[src/rtl/xbar_port_arbiter_if.sv]
// Request/grant bundle between the input staging, the port arbiter and the crossbar datapath.
interface xbar_port_arbiter_if #(
  parameter int PORTS = 4
);
  localparam int DEST_W = $clog2(PORTS);

  logic [PORTS-1:0]        req_valid;
  logic [PORTS*DEST_W-1:0] req_dest;
  logic                    beat_en;
  logic [PORTS-1:0]        grant;
  logic [PORTS-1:0]        out_busy;
  logic [PORTS*DEST_W-1:0] out_src;
  logic [PORTS-1:0]        done;

  modport master (
    output req_valid, req_dest, beat_en,
    input  grant, out_busy, out_src, done
  );

  modport slave (
    input  req_valid, req_dest, beat_en,
    output grant, out_busy, out_src, done
  );
endinterface

[src/rtl/xbar_port_arbiter.sv]
// Per-output round-robin arbiter: each output is held by one input for a whole packet
// and released after its last beat (or immediately if the requester withdraws).
module xbar_port_arbiter #(
  parameter int PORTS = 4,
  parameter int BEATS = 2
) (
  input  logic                   clk,
  input  logic                   rst,
  xbar_port_arbiter_if.slave     bus
);
  localparam int DEST_W = $clog2(PORTS);
  localparam int CNT_W  = (BEATS > 1) ? $clog2(BEATS) : 1;

  typedef enum logic {IDLE, BUSY} state_t;

  state_t                  state_q [PORTS];
  logic [CNT_W-1:0]        cnt_q   [PORTS];
  logic [DEST_W-1:0]       ptr_q   [PORTS];
  logic [DEST_W-1:0]       src_q   [PORTS];
  logic [PORTS-1:0]        grant_q;
  logic [PORTS-1:0]        busy_q;
  logic [PORTS-1:0]        done_q;

  logic [DEST_W-1:0]       dest_arr   [PORTS];
  logic [DEST_W-1:0]       pick       [PORTS];
  logic [PORTS-1:0]        pick_valid;

  for (genvar gi = 0; gi < PORTS; gi++) begin : g_port
    assign dest_arr[gi] = bus.req_dest[gi*DEST_W +: DEST_W];
    assign bus.out_src[gi*DEST_W +: DEST_W] = src_q[gi];

    // A granted requester must keep its destination until it is released.
    a_dest_stable: assert property (@(posedge clk) disable iff (rst)
      (grant_q[gi] && bus.req_valid[gi]) |-> $stable(dest_arr[gi]));
  end

  assign bus.grant    = grant_q;
  assign bus.out_busy = busy_q;
  assign bus.done     = done_q;

  a_grant_busy_match: assert property (@(posedge clk) disable iff (rst)
    $countones(grant_q) == $countones(busy_q));

  // Round-robin scan starting just after the last owner; already-granted inputs are skipped.
  always_comb begin
    pick_valid = '0;
    for (int o = 0; o < PORTS; o++) begin
      pick[o] = '0;
      for (int k = 1; k <= PORTS; k++) begin
        int                tmp;
        logic [DEST_W-1:0] idx;
        tmp = (int'(ptr_q[o]) + k) % PORTS;
        idx = DEST_W'(tmp);
        if (!pick_valid[o] && bus.req_valid[idx] && !grant_q[idx] &&
            dest_arr[idx] == DEST_W'(o)) begin
          pick_valid[o] = 1'b1;
          pick[o]       = idx;
        end
      end
    end
  end

  always_ff @(posedge clk) begin
    if (rst) begin
      grant_q <= '0;
      busy_q  <= '0;
      done_q  <= '0;
      for (int o = 0; o < PORTS; o++) begin
        state_q[o] <= IDLE;
        cnt_q[o]   <= '0;
        ptr_q[o]   <= DEST_W'(PORTS - 1);
        src_q[o]   <= '0;
      end
    end else begin
      done_q <= '0;
      for (int o = 0; o < PORTS; o++) begin
        case (state_q[o])
          IDLE: begin
            if (pick_valid[o]) begin
              state_q[o]        <= BUSY;
              src_q[o]          <= pick[o];
              busy_q[o]         <= 1'b1;
              grant_q[pick[o]]  <= 1'b1;
              cnt_q[o]          <= '0;
            end
          end
          BUSY: begin
            // A withdrawn request frees the output without signalling completion.
            if (!bus.req_valid[src_q[o]]) begin
              state_q[o]        <= IDLE;
              busy_q[o]         <= 1'b0;
              grant_q[src_q[o]] <= 1'b0;
              ptr_q[o]          <= src_q[o];
              cnt_q[o]          <= '0;
            end else if (bus.beat_en) begin
              if (cnt_q[o] == CNT_W'(BEATS - 1)) begin
                state_q[o]        <= IDLE;
                busy_q[o]         <= 1'b0;
                grant_q[src_q[o]] <= 1'b0;
                done_q[src_q[o]]  <= 1'b1;
                ptr_q[o]          <= src_q[o];
                cnt_q[o]          <= '0;
              end else begin
                cnt_q[o] <= cnt_q[o] + CNT_W'(1);
              end
            end
          end
        endcase
      end
    end
  end
endmodule

[src/flat_wrapper.sv]
// flat-port wrapper written by rule: the top's interface ports become plain ports
module xbar_port_arbiter_flat 
#(
  parameter int PORTS = 4,
  parameter int BEATS = 2
)
  (clk, rst, bus_req_valid, bus_req_dest, bus_beat_en, bus_grant, bus_out_busy, bus_out_src, bus_done);
  xbar_port_arbiter_if #(.PORTS(PORTS)) bus_i ();
  input  logic clk;
  input  logic rst;
  input wire logic [$bits(bus_i.req_valid)-1:0] bus_req_valid;
  input wire logic [$bits(bus_i.req_dest)-1:0] bus_req_dest;
  input wire logic [$bits(bus_i.beat_en)-1:0] bus_beat_en;
  output wire logic [$bits(bus_i.grant)-1:0] bus_grant;
  output wire logic [$bits(bus_i.out_busy)-1:0] bus_out_busy;
  output wire logic [$bits(bus_i.out_src)-1:0] bus_out_src;
  output wire logic [$bits(bus_i.done)-1:0] bus_done;
  assign bus_i.req_valid = bus_req_valid;
  assign bus_i.req_dest = bus_req_dest;
  assign bus_i.beat_en = bus_beat_en;
  assign bus_grant = bus_i.grant;
  assign bus_out_busy = bus_i.out_busy;
  assign bus_out_src = bus_i.out_src;
  assign bus_done = bus_i.done;
  xbar_port_arbiter #(.PORTS(PORTS), .BEATS(BEATS)) u_core (.clk(clk), .rst(rst), .bus(bus_i));
endmodule
[config.mk]
export PLATFORM = sky130hd
export DESIGN_NAME = xbar_port_arbiter_flat
export DESIGN_NICKNAME = d
export VERILOG_FILES = /design/src/rtl/xbar_port_arbiter_if.sv /design/src/rtl/xbar_port_arbiter.sv /design/src/flat_wrapper.sv
export SDC_FILE = /design/constraint.sdc
export NUM_CORES = 1
export LEC_CHECK = 0
export BUFFER_PORTS_ARGS = -buffer_cell sky130_fd_sc_hd__buf_2
export CELL_PAD_IN_SITES_DETAIL_PLACEMENT = 1
export CELL_PAD_IN_SITES_GLOBAL_PLACEMENT = 2
export CORE_MARGIN = 3
export CORE_UTILIZATION = 35
export DETAILED_ROUTE_END_ITERATION = 6
export PLACE_DENSITY_LB_ADDON = 0.1
export SKIP_CTS_REPAIR_TIMING = 1
export SYNTH_ARGS = -nofsm -noshare
export SYNTH_HDL_FRONTEND = slang
export SYNTH_SLANG_ARGS = --single-unit
[constraint.sdc]
create_clock -name clk -period 3.1 [get_ports clk]
set_input_delay 0 -clock clk [delete_from_list [all_inputs] [get_ports clk]]
set_output_delay 0 -clock clk [all_outputs]
set_load 0.1 [all_outputs]
==> flow_metrics.py <==
metrics = {
    "run_status": {
        "status": "completed",
    },
    "flow_run": {
        "cap_violations": 0,
    },
    "floorplan": {
        "core_um2": 7410,
        "die_w_um": 94.4,
        "num_rows": 31,
        "io_pins": 35,
        "initial_core_util_pct": 37.0,
        "dieArea_um2": 8920,
        "fp.dieH_um": 94.4,
    },
    "timing": {
        "worst_pin_slew_ns": 0.996,
        "fin_crit_sh_pct": 85.7,
        "finalSetupTns_ns": 0,
        "finClkSkew_ns": 0.00405,
        "clock.fmax_mhz": 377,
        "fin_crit_ns": 2.66,
        "fin_hold_ws_ns": 0.229,
        "finalSetupViolCount": 0,
        "hold_viol": 0,
        "slew_headroom_pct": 32.7,
        "rsz0062_at_grt": "no",
        "slew_violations": 0,
    },
    "placement": {
        "portBuffers": 34,
        "place_inst": 437,
        "routabilityCongestion": 0.827,
        "dpl.hpwl_um": 6760,
    },
    "worst_setup_path": {
        "r2r_end": "u_core.bus.grant[3]",
        "endpoint_kind": "flip-flop",
        "rrSetupSlack_ns": 0.44,
        "reg2reg_from": "u_core.ptr_q[0][1]",
        "r2r_cells": 7,
        "required_ns": 3.32,
        "cp_data_arrival_time_ns": 2.88,
        "critical_path_class": "reg2reg",
        "worstSetupStartpointType": "flip-flop",
        "critPathMaxFanout": 17,
    },
    "yosys": {
        "syn_avg_cell_area_um2": 8.69,
        "async_flop_share_pct": 0,
        "seq_area_frac_synth_pct": 35.1,
        "synth_edf_count": 24,
        "ys_types": 63,
        "synth.area.top_cells": "edfxtp_1, dfxtp_1, nor2_1",
        "netlist_instances": 315,
        "synth_fp_nets": 330,
        "ys.flop_type": "edfxtp_1",
        "netlist_area_um2": 2740,
        "yosysTopAreaCellShare_pct": 26.3,
        "yosysTopAreaCell": "edfxtp_1",
        "yosys_warnings": 0,
        "synth-seq-cells": 36,
    },
    "route": {
        "routed_wl_um": 8920,
        "dr.pass1.iters": 4,
        "routedWlPerCell_um": 20.0,
        "drt-initial-drc-count": 104,
        "drc": 0,
        "ant_nets": 0,
        "via_per_inst": 5.94,
        "routed-via-count": 2642,
    },
    "layout": {
        "antennaDiodeCount": 0,
        "layout_common_cells": "nor2_1, buf_2, nand2_1",
        "nets": 360,
        "instances_no_fill": 445,
        "final_core_util_pct": 41.7,
        "syn2layout_area_growth_pct": 12.8,
        "drive_gt1_share_pct": 19.9,
        "final_common_cell": "nor2_1",
    },
    "hold_path": {
        "hp-start": "bus_req_valid[0]",
        "hold_path_class": "in2reg",
        "hold_path_end": "u_core.bus.grant[0]",
        "hold-path-cell-count": 5,
    },
    "global_routing": {
        "grt_max_degree": 35,
        "antenna_found_initial": 0,
        "grt_pass1_wl_um": 14400,
        "gr-usage-all-layers_pct": 20.9,
        "grt_pass1_vias": 2628,
        "grt-ovfl-total": 0,
    },
    "pwr": {
        "p_leak_uw": 0.00112,
        "power_density_nw_per_um2": 554,
        "ir_worst_vdd_uv": 225,
    },
    "clocking": {
        "clkTransAtPathRegs_ns": 0.08,
        "root_buffer": "clkbuf_8",
        "clock_latency_ns": 0.30,
        "clock_path_buffers": 2,
        "htreeDepth": 2,
        "cts_made_buffers": 5,
        "cts_tree": "done",
        "cts.sinks": 36,
    },
}
==> routing by layer <==
layer / wire length [um] / track usage, %
met1: 4350 / 29.9
met2: 4030 / 33.0
met3: 414 / 2.47
met4: 130 / 6.26
met5: 0 / 0
==> critical path, cell delays in order (launching register included) <==
cell	delay (ns)
edfxtp_1	0.68
and3b_1	0.24
o211ai_1	0.10
a221o_2	0.42
o211ai_1	0.32
nand2_1	0.12
or4b_1	0.53
a31oi_1	0.18
==> report_power, final <==
part	switching, uW	leakage (uW)	internal, uW
registers	87.2	0.000332	582
clock network	182	0.0000515	203
logic	478	0.000734	179
total	747	0.00112	964
==> cells in the mapped netlist, types with 4 or more instances <==
cell and count:
a211oi_1 6, a21oi_1 21, a221oi_1 4, a31oi_1 8, clkbuf_1 8, dfxtp_1 12, edfxtp_1 24, inv_1 12
mux4_2 4, nand2_1 28, nand2b_1 16, nand3_1 9, nand4b_1 4, nor2_1 38, nor2b_1 8, nor3_1 15
nor4b_2 4, o21ai_0 4, o22ai_1 5, or3_1 7, or3b_2 4
==> per-stage QoR <==
| step | total power [uW] | area, um^2 | worst slack, ns |
|---|---|---|---|
| after floorplan | 1170 | 2740 | 0.275 |
| after global placement | 1330 | 2990 | 0.540 |
| after detailed placement | 1340 | 2990 | 0.505 |
| after CTS | 1720 | 3090 | 0.486 |
| after global routing | 1800 | 3090 | 0.264 |
| final | 1710 | 3090 | 0.445 |
==> logic make-up after synthesis <==
group,synth area share (%)
compound gates,20.9
buf+inv,3.75
simple gates,36.6
mux,3.66
flops,35.1
==> state kept, by name (all words and copies together) (netlist names) <==
name                 count
u_core.bus.grant         4
u_core.state_q           4
u_core.bus.out_busy      4
u_core.src_q             8
u_core.cnt_q             4
u_core.bus.done          4
u_core.ptr_q             8
==> worst max-delay path by stage <==
stage	slack, ns	cells past startpoint	start	end
after detailed placement	0.50	7	u_core.ptr_q[0][1]	u_core.bus.grant[3]
after global placement	0.54	7	u_core.ptr_q[0][1]	u_core.bus.grant[3]
after global routing	0.26	7	u_core.ptr_q[0][1]	u_core.bus.grant[3]
after CTS	0.49	7	u_core.ptr_q[0][1]	u_core.bus.grant[3]
final	0.44	7	u_core.ptr_q[0][1]	u_core.bus.grant[3]
after floorplan	0.28	7	u_core.bus.grant[3]	u_core.bus.grant[3]
==> final cells by class <==
type | instances | area [um^2]
multi-input cells | 254 | 1670
clock buffers | 8 | 100
inverters | 12 | 45.0
well taps | 99 | 124
fillers | 904 | 4320
flip-flops and latches | 36 | 961
repair buffers | 36 | 185
Power figures use the tool's default switching activity.
